--- src/rtl/latch_frame_receiver.sv ---
// Serial start/data/parity/stop frame receiver fed by the latch Q output.
// Samples one bit per BIT_EN strobe and emits a word with valid and error pulses.
module latch_frame_receiver #(
  parameter int WIDTH      = 8,
  parameter bit PARITY_EN  = 1'b1,
  parameter bit PARITY_ODD = 1'b0
) (
  input  logic             CLK,
  input  logic             RST_N,
  input  logic             D_IN,
  input  logic             BIT_EN,
  output logic [WIDTH-1:0] DATA,
  output logic             DATA_VALID,
  output logic             PARITY_ERR,
  output logic             FRAME_ERR,
  output logic             BUSY
);

  localparam int CW = $clog2(WIDTH + 1);
  localparam logic [CW-1:0] LAST = CW'(WIDTH - 1);

  typedef enum logic [2:0] {
    S_IDLE,
    S_DATA,
    S_PARITY,
    S_STOP,
    S_WAIT
  } state_t;

  state_t           state;
  logic [CW-1:0]    cnt;
  logic [WIDTH-1:0] shreg;
  logic             perr_q;

  always_ff @(posedge CLK or negedge RST_N) begin
    if (!RST_N) begin
      state      <= S_IDLE;
      cnt        <= '0;
      shreg      <= '0;
      perr_q     <= 1'b0;
      DATA       <= '0;
      DATA_VALID <= 1'b0;
      PARITY_ERR <= 1'b0;
      FRAME_ERR  <= 1'b0;
      BUSY       <= 1'b0;
    end else begin
      DATA_VALID <= 1'b0;
      FRAME_ERR  <= 1'b0;
      if (BIT_EN) begin
        unique case (state)
          S_IDLE: begin
            if (!D_IN) begin
              state  <= S_DATA;
              cnt    <= '0;
              shreg  <= '0;
              perr_q <= 1'b0;
              BUSY   <= 1'b1;
            end
          end
          S_DATA: begin
            for (int i = 0; i < WIDTH; i++) begin
              if (cnt == CW'(i)) shreg[i] <= D_IN;
            end
            cnt <= cnt + CW'(1);
            if (cnt == LAST) begin
              state <= PARITY_EN ? S_PARITY : S_STOP;
            end
          end
          S_PARITY: begin
            perr_q <= D_IN != ((^shreg) ^ PARITY_ODD);
            state  <= S_STOP;
          end
          S_STOP: begin
            if (D_IN) begin
              DATA       <= shreg;
              DATA_VALID <= 1'b1;
              PARITY_ERR <= PARITY_EN ? perr_q : 1'b0;
              state      <= S_IDLE;
              BUSY       <= 1'b0;
            end else begin
              // framing errors never report parity
              FRAME_ERR  <= 1'b1;
              PARITY_ERR <= 1'b0;
              state      <= S_WAIT;
            end
          end
          S_WAIT: begin
            if (D_IN) begin
              state <= S_IDLE;
              BUSY  <= 1'b0;
            end
          end
          default: begin
            state <= S_IDLE;
            BUSY  <= 1'b0;
          end
        endcase
      end
    end
  end

endmodule

--- config.mk ---
export PLATFORM = sky130hd
export DESIGN_NAME = latch_frame_receiver
export DESIGN_NICKNAME = d
export VERILOG_FILES = /design/src/rtl/latch_frame_receiver.sv
export SDC_FILE = /design/constraint.sdc
export NUM_CORES = 1
export LEC_CHECK = 0
export ABC_CLOCK_PERIOD_IN_PS = 2100
export CAP_MARGIN = 20
export CORE_AREA = 2 2 57 59
export CTS_CLUSTER_DIAMETER = 50
export CTS_CLUSTER_SIZE = 14
export DETAILED_ROUTE_END_ITERATION = 6
export DIE_AREA = 0 0 59 61
export DONT_BUFFER_PORTS = 1
export PLACE_DENSITY = 0.65
export REMOVE_ABC_BUFFERS = 1
export SYNTH_ARGS = -nofsm -noshare
export SYNTH_HDL_FRONTEND = slang
export SYNTH_SLANG_ARGS = --single-unit
--- constraint.sdc ---
create_clock -name CLK -period 2.1 [get_ports CLK]
set_clock_uncertainty 0.1 [all_clocks]
set_input_delay 0.105 -clock CLK [delete_from_list [all_inputs] [get_ports CLK]]
set_output_delay 0.105 -clock CLK [all_outputs]
set_load 0.05 [all_outputs]
# [Yosys cells after proc, flatten, opt, wreduce, memory -nomap -nowiden]
# Cells that the tools add are included.
[totals] register_bits=28 latchBits=0 mem_bits_rw=0 mem_bits_ro=0 input_bits=4 output_inout_bits=12 wordCells=90 n_memories=0
[op_classes] add_sub_neg=1 n_mul=0 div=0 order_cmp=0 n_eq_ne=23 shift=0 muxes=28 bitwise_logic=1 reduce_logical=21
[op_table] cell="$reduce_and 4->1" count=10
[op_table] cell="$ne 2x2->1 const B" count=10
[op_table] cell="$mux 1" count=17
[op_table] cell="$eq 4x3->1 const B" count=4
[op_table] cell="$pmux 8 s2" count=1
[op_table] cell="$pmux 3 s5" count=1
[op_table] cell="$mux 3" count=4
[op_table] cell="$eq 4x2->1 const B" count=2
[op_table] cell="$mux 8" count=1
[op_table] cell="$pmux 4 s2" count=1
[op_table] cell="$reduce_xor 8->1" count=1
[op_table] cell="$eq 3x2->1 const B" count=2
[op_table] cell="$reduce_and 3->1" count=2
[op_table] cell="$add 4x1->4 const B" count=1
[op_table] cell="$eq 4x1->1 const B" count=1
[op_table] cell="$logic_not 4->1" count=1
[op_table] cell="$mux 4" count=1
[op_table] cell="$reduce_and 2->1" count=2
[op_table] cell="$reduce_bool 2->1" count=2
[op_table] cell="$reduce_or 2->1" count=2
[op_table] cell="$eq 3x1->1 const B" count=1
[op_table] cell="$eq 3x3->1 const B" count=1
[op_table] cell="$logic_not 3->1" count=1
[op_table] cell="$pmux 1 s3" count=1
[op_table] cell="other kinds (4)" count=4

# [Depth between registers and ports, before layout]
[logic_depth] word_depth=4 ltp_mapped=5 ltp_nobuf=5

# [Worst setup path after synthesis]
# Ideal clock, no wire load.
[synth_path] kind="register to register" start="register state[2]" end="register DATA[0]" setup_time_ns=0.125 arrival_ns=1.323 required_ns=1.875 setup_slack_ns=0.552 path_stages_with_launch=5 path_buffers=1 synth_period_minus_slack_ns=1.548 cell_sequence="dfrtp_1 > nand4b_1 > or2_1 > buf_6 > mux2_4"
[synth_via] elab_chain_len=2
[synth_rtl] item="start, declared" line="30" rtl="state_t state;"
[synth_rtl] item="start signal, assigned" line="66" rtl="state <= PARITY_EN ? S_PARITY : S_STOP;"
[synth_rtl] item="$eq 3x2->1" line="50" rtl="unique case (state)"
[synth_rtl] item="$reduce_and 3->1 (no line)"
[synth_rtl] item="end signal, assigned" line="75" rtl="DATA <= shreg;"
[synth_rtl] item="end, declared" line="12" rtl="output logic [WIDTH-1:0] DATA,"
# No other way between the ends.
# A chain may end at the register's enable or synchronous reset.

# [Worst setup path after layout]
[layout_path] start="register state[2]" end="register DATA[4]"
# Same word-level chain as after synthesis.

==> impl_metrics.ini <==
[outcome]
status = completed

[sta]
finalCriticalPeriod_ns = 1.77
achievable-frequency_ghz = 0.566
post-route-worst-setup-slack_ns = 0.333
final-setup-viol-count = 0
period_share_pct = 84.1
setup_tns_ns = 0
fin_hold_ws_ns = 0.0444
slew_headroom_pct = 64.7
grt_setup_unrepaired = false
slew_viol_final = 0
hold_viol_final = 0
worstMarginPinSlew_ns = 0.529

[clocking]
cts_tree = built
cts_resized = 0
htreeDepth = 1
clockBufferDepth = 2
postCtsSetupRepairBufs = 0
numCtsBuffers = 3
cts_root_buf = clkbuf_4
clk_latency_ns = 0.32
clk_pin_slew_worst_paths_ns = 0.14
clock-sinks = 28

[logic_synthesis]
yosysSeqAreaShare_pct = 48.1
async_flop_share_pct = 100
synth_cell_types = 34
ys_ff_latch = 28
avgSynthCellArea_um2 = 10.9
synth-edff-count = 0
syn_inst = 134
ys_warn_count = 0
synthFlopType = dfrtp_1
synth_area_um2 = 1460

[route]
viasPerCell = 5.74
drc = 0
drt-pass1-iter-count = 6
vias = 987
drtIter0Drc = 16
wl_per_cell_um = 14.8
antenna_left = 0
finalWirelength_um = 2540

[power]
p_leak_nw = 0.727
ir_worst_vdd_v = 0.000498
power_per_cell_area_nw_per_um2 = 1600

[die]
die_w_um = 59
start_util_pct = 49.4
rows = 20
io_pins = 16
die_h_um = 61
core_um2 = 2950
dieArea_um2 = 3600

[global_route]
top_usage_layer = met2
globalRouteMet2Util_pct = 27.6
met3_usage_pct = 2.77
grtUsageMet1_pct = 18.5
grt_start_max_net_pins = 29
antenna_found_initial = 0
globalRouteTotalUtil_pct = 15.3
grt_overflow_total = 0
grt_first_pass_wirelength_um = 4200
grt_pass1_vias = 954

[worst_hold_path]
hold_depth = 3
hp-class = primary input to flop

[place]
dp_hpwl_um = 1850
placed_area_um2 = 1470
gp_congestion = 0.816
portBuffers = 0
preCtsSetupSlack_ns = 0.344

[layout]
antenna_cells = 0
area_delta_synth_final_pct = 7.38
drive_above_1_share_pct = 13.7
finalNetCount = 148
final_area_um2 = 1570
final_util_pct = 53.0

[setup_path]
crit_type = flop to flop
start_kind = flop
arrival_ns = 1.88
worstSetupEndpointType = flop
reg2reg_slack_ns = 0.33
r2r_cells = 3
cp_max_fo = 9
critical_path_required_ns = 2.22

[flow_run]
drv_cap = 0
## routing by layer
metal / up-vias / wire length [um]
li1: 482 / -
met1: 486 / 1170
met2: 15 / 1280
met3: 4 / 57
met4: 0 / 29
met5: - / 0
## worst max-delay path, stage by stage, from the launching register on
cell,delay [ns]
dfrtp_1,0.49
nand4b_1,0.27
or2_1,0.44
mux2_4,0.37
## layout make-up
| type | instances | area (um2) |
|---|---|---|
| repair buffers | 6 | 67.6 |
| fillers | 257 | 1390 |
| multi-input cells | 95 | 697 |
| flip-flops and latches | 28 | 701 |
| well taps | 33 | 41.3 |
| clock buffers | 4 | 36.3 |
| inverters | 6 | 22.5 |
## cell usage in the layout (no fill, tap or decap), types with 6 or more instances in the layout
master,instances
nand2_1,21
nand3_1,7
dfrtp_1,28
o21ai_0,8
xnor2_1,6
mux2_4,8
nor2_1,6
inv_1,6
a22o_1,6
## cells by family (layout without fill, tap and decap cells)
kind of cell / after synthesis / in the layout / synth area share (%)
AND/OR/NAND/NOR: 50 / 50 / 17.1
buffers and inverters: 11 / 16 / 4.12
AO/OA/AOI/OAI: 22 / 22 / 10.8
multiplexers: 12 / 12 / 11.3
adder cells (fa/ha/maj): 4 / 4 / 3.43
XOR/XNOR: 7 / 7 / 5.15
flip-flops: 28 / 28 / 48.1
## flip-flops by register name (all words and copies together), names as in the netlist
name / cells
DATA: 8
shreg: 8
cnt: 4
state: 3
BUSY: 1
DATA_VALID: 1
FRAME_ERR: 1
PARITY_ERR: 1
perr_q: 1
## final timing paths
check | from | to
max | state[2]$_DFFE_PN0P_ | DATA[4]$_DFFE_PN0P_
min | BIT_EN | BUSY$_DFFE_PN0P_
max reg2reg | state[2]$_DFFE_PN0P_ | DATA[4]$_DFFE_PN0P_
min reg2reg | perr_q$_DFFE_PN0P_ | perr_q$_DFFE_PN0P_
max in group asynchronous | RST_N | shreg[7]$_DFFE_PN0P_
min in group asynchronous | RST_N | DATA[6]$_DFFE_PN0P_
## timing repair
item	in CTS	in global routing
hold buffers	5	0
endpoints found under the setup margin	0	0
hold endpoints to repair	35	0
## synth_stat cells (2+ instances only)
| master | count | area, um2 |
|---|---|---|
| dfrtp_1 | 28 | 701 |
| nand2_1 | 21 | 78.8 |
| mux2_4 | 8 | 120 |
| o21ai_0 | 8 | 40.0 |
| nand3_1 | 7 | 35.0 |
| a22o_1 | 6 | 52.6 |
| inv_1 | 6 | 22.5 |
| nor2_1 | 6 | 22.5 |
| xnor2_1 | 6 | 52.6 |
| ha_1 | 4 | 50.1 |
| mux2_2 | 4 | 45.0 |
| nand4_1 | 3 | 18.8 |
| nor2b_1 | 3 | 18.8 |
| and2_1 | 2 | 12.5 |
| buf_6 | 2 | 22.5 |
| clkbuf_1 | 2 | 7.51 |
## power by group
part | leakage (nW) | switching (mW) | total, mW | internal [mW]
Sequential | 0.319 | 0.559 | 1.31 | 0.750
Clock | 0.0210 | 0.145 | 0.251 | 0.106
Combinational | 0.387 | 0.418 | 0.948 | 0.530
## metrics by stage
step | cells | total power [mW]
floorplan | 129 | 2.04
global placement | 163 | 2.21
detailed placement | 163 | 2.26
CTS | 172 | 2.53
global route | 172 | 2.69
finish | 172 | 2.51
Note: power is estimated with default switching activity, not from simulation.
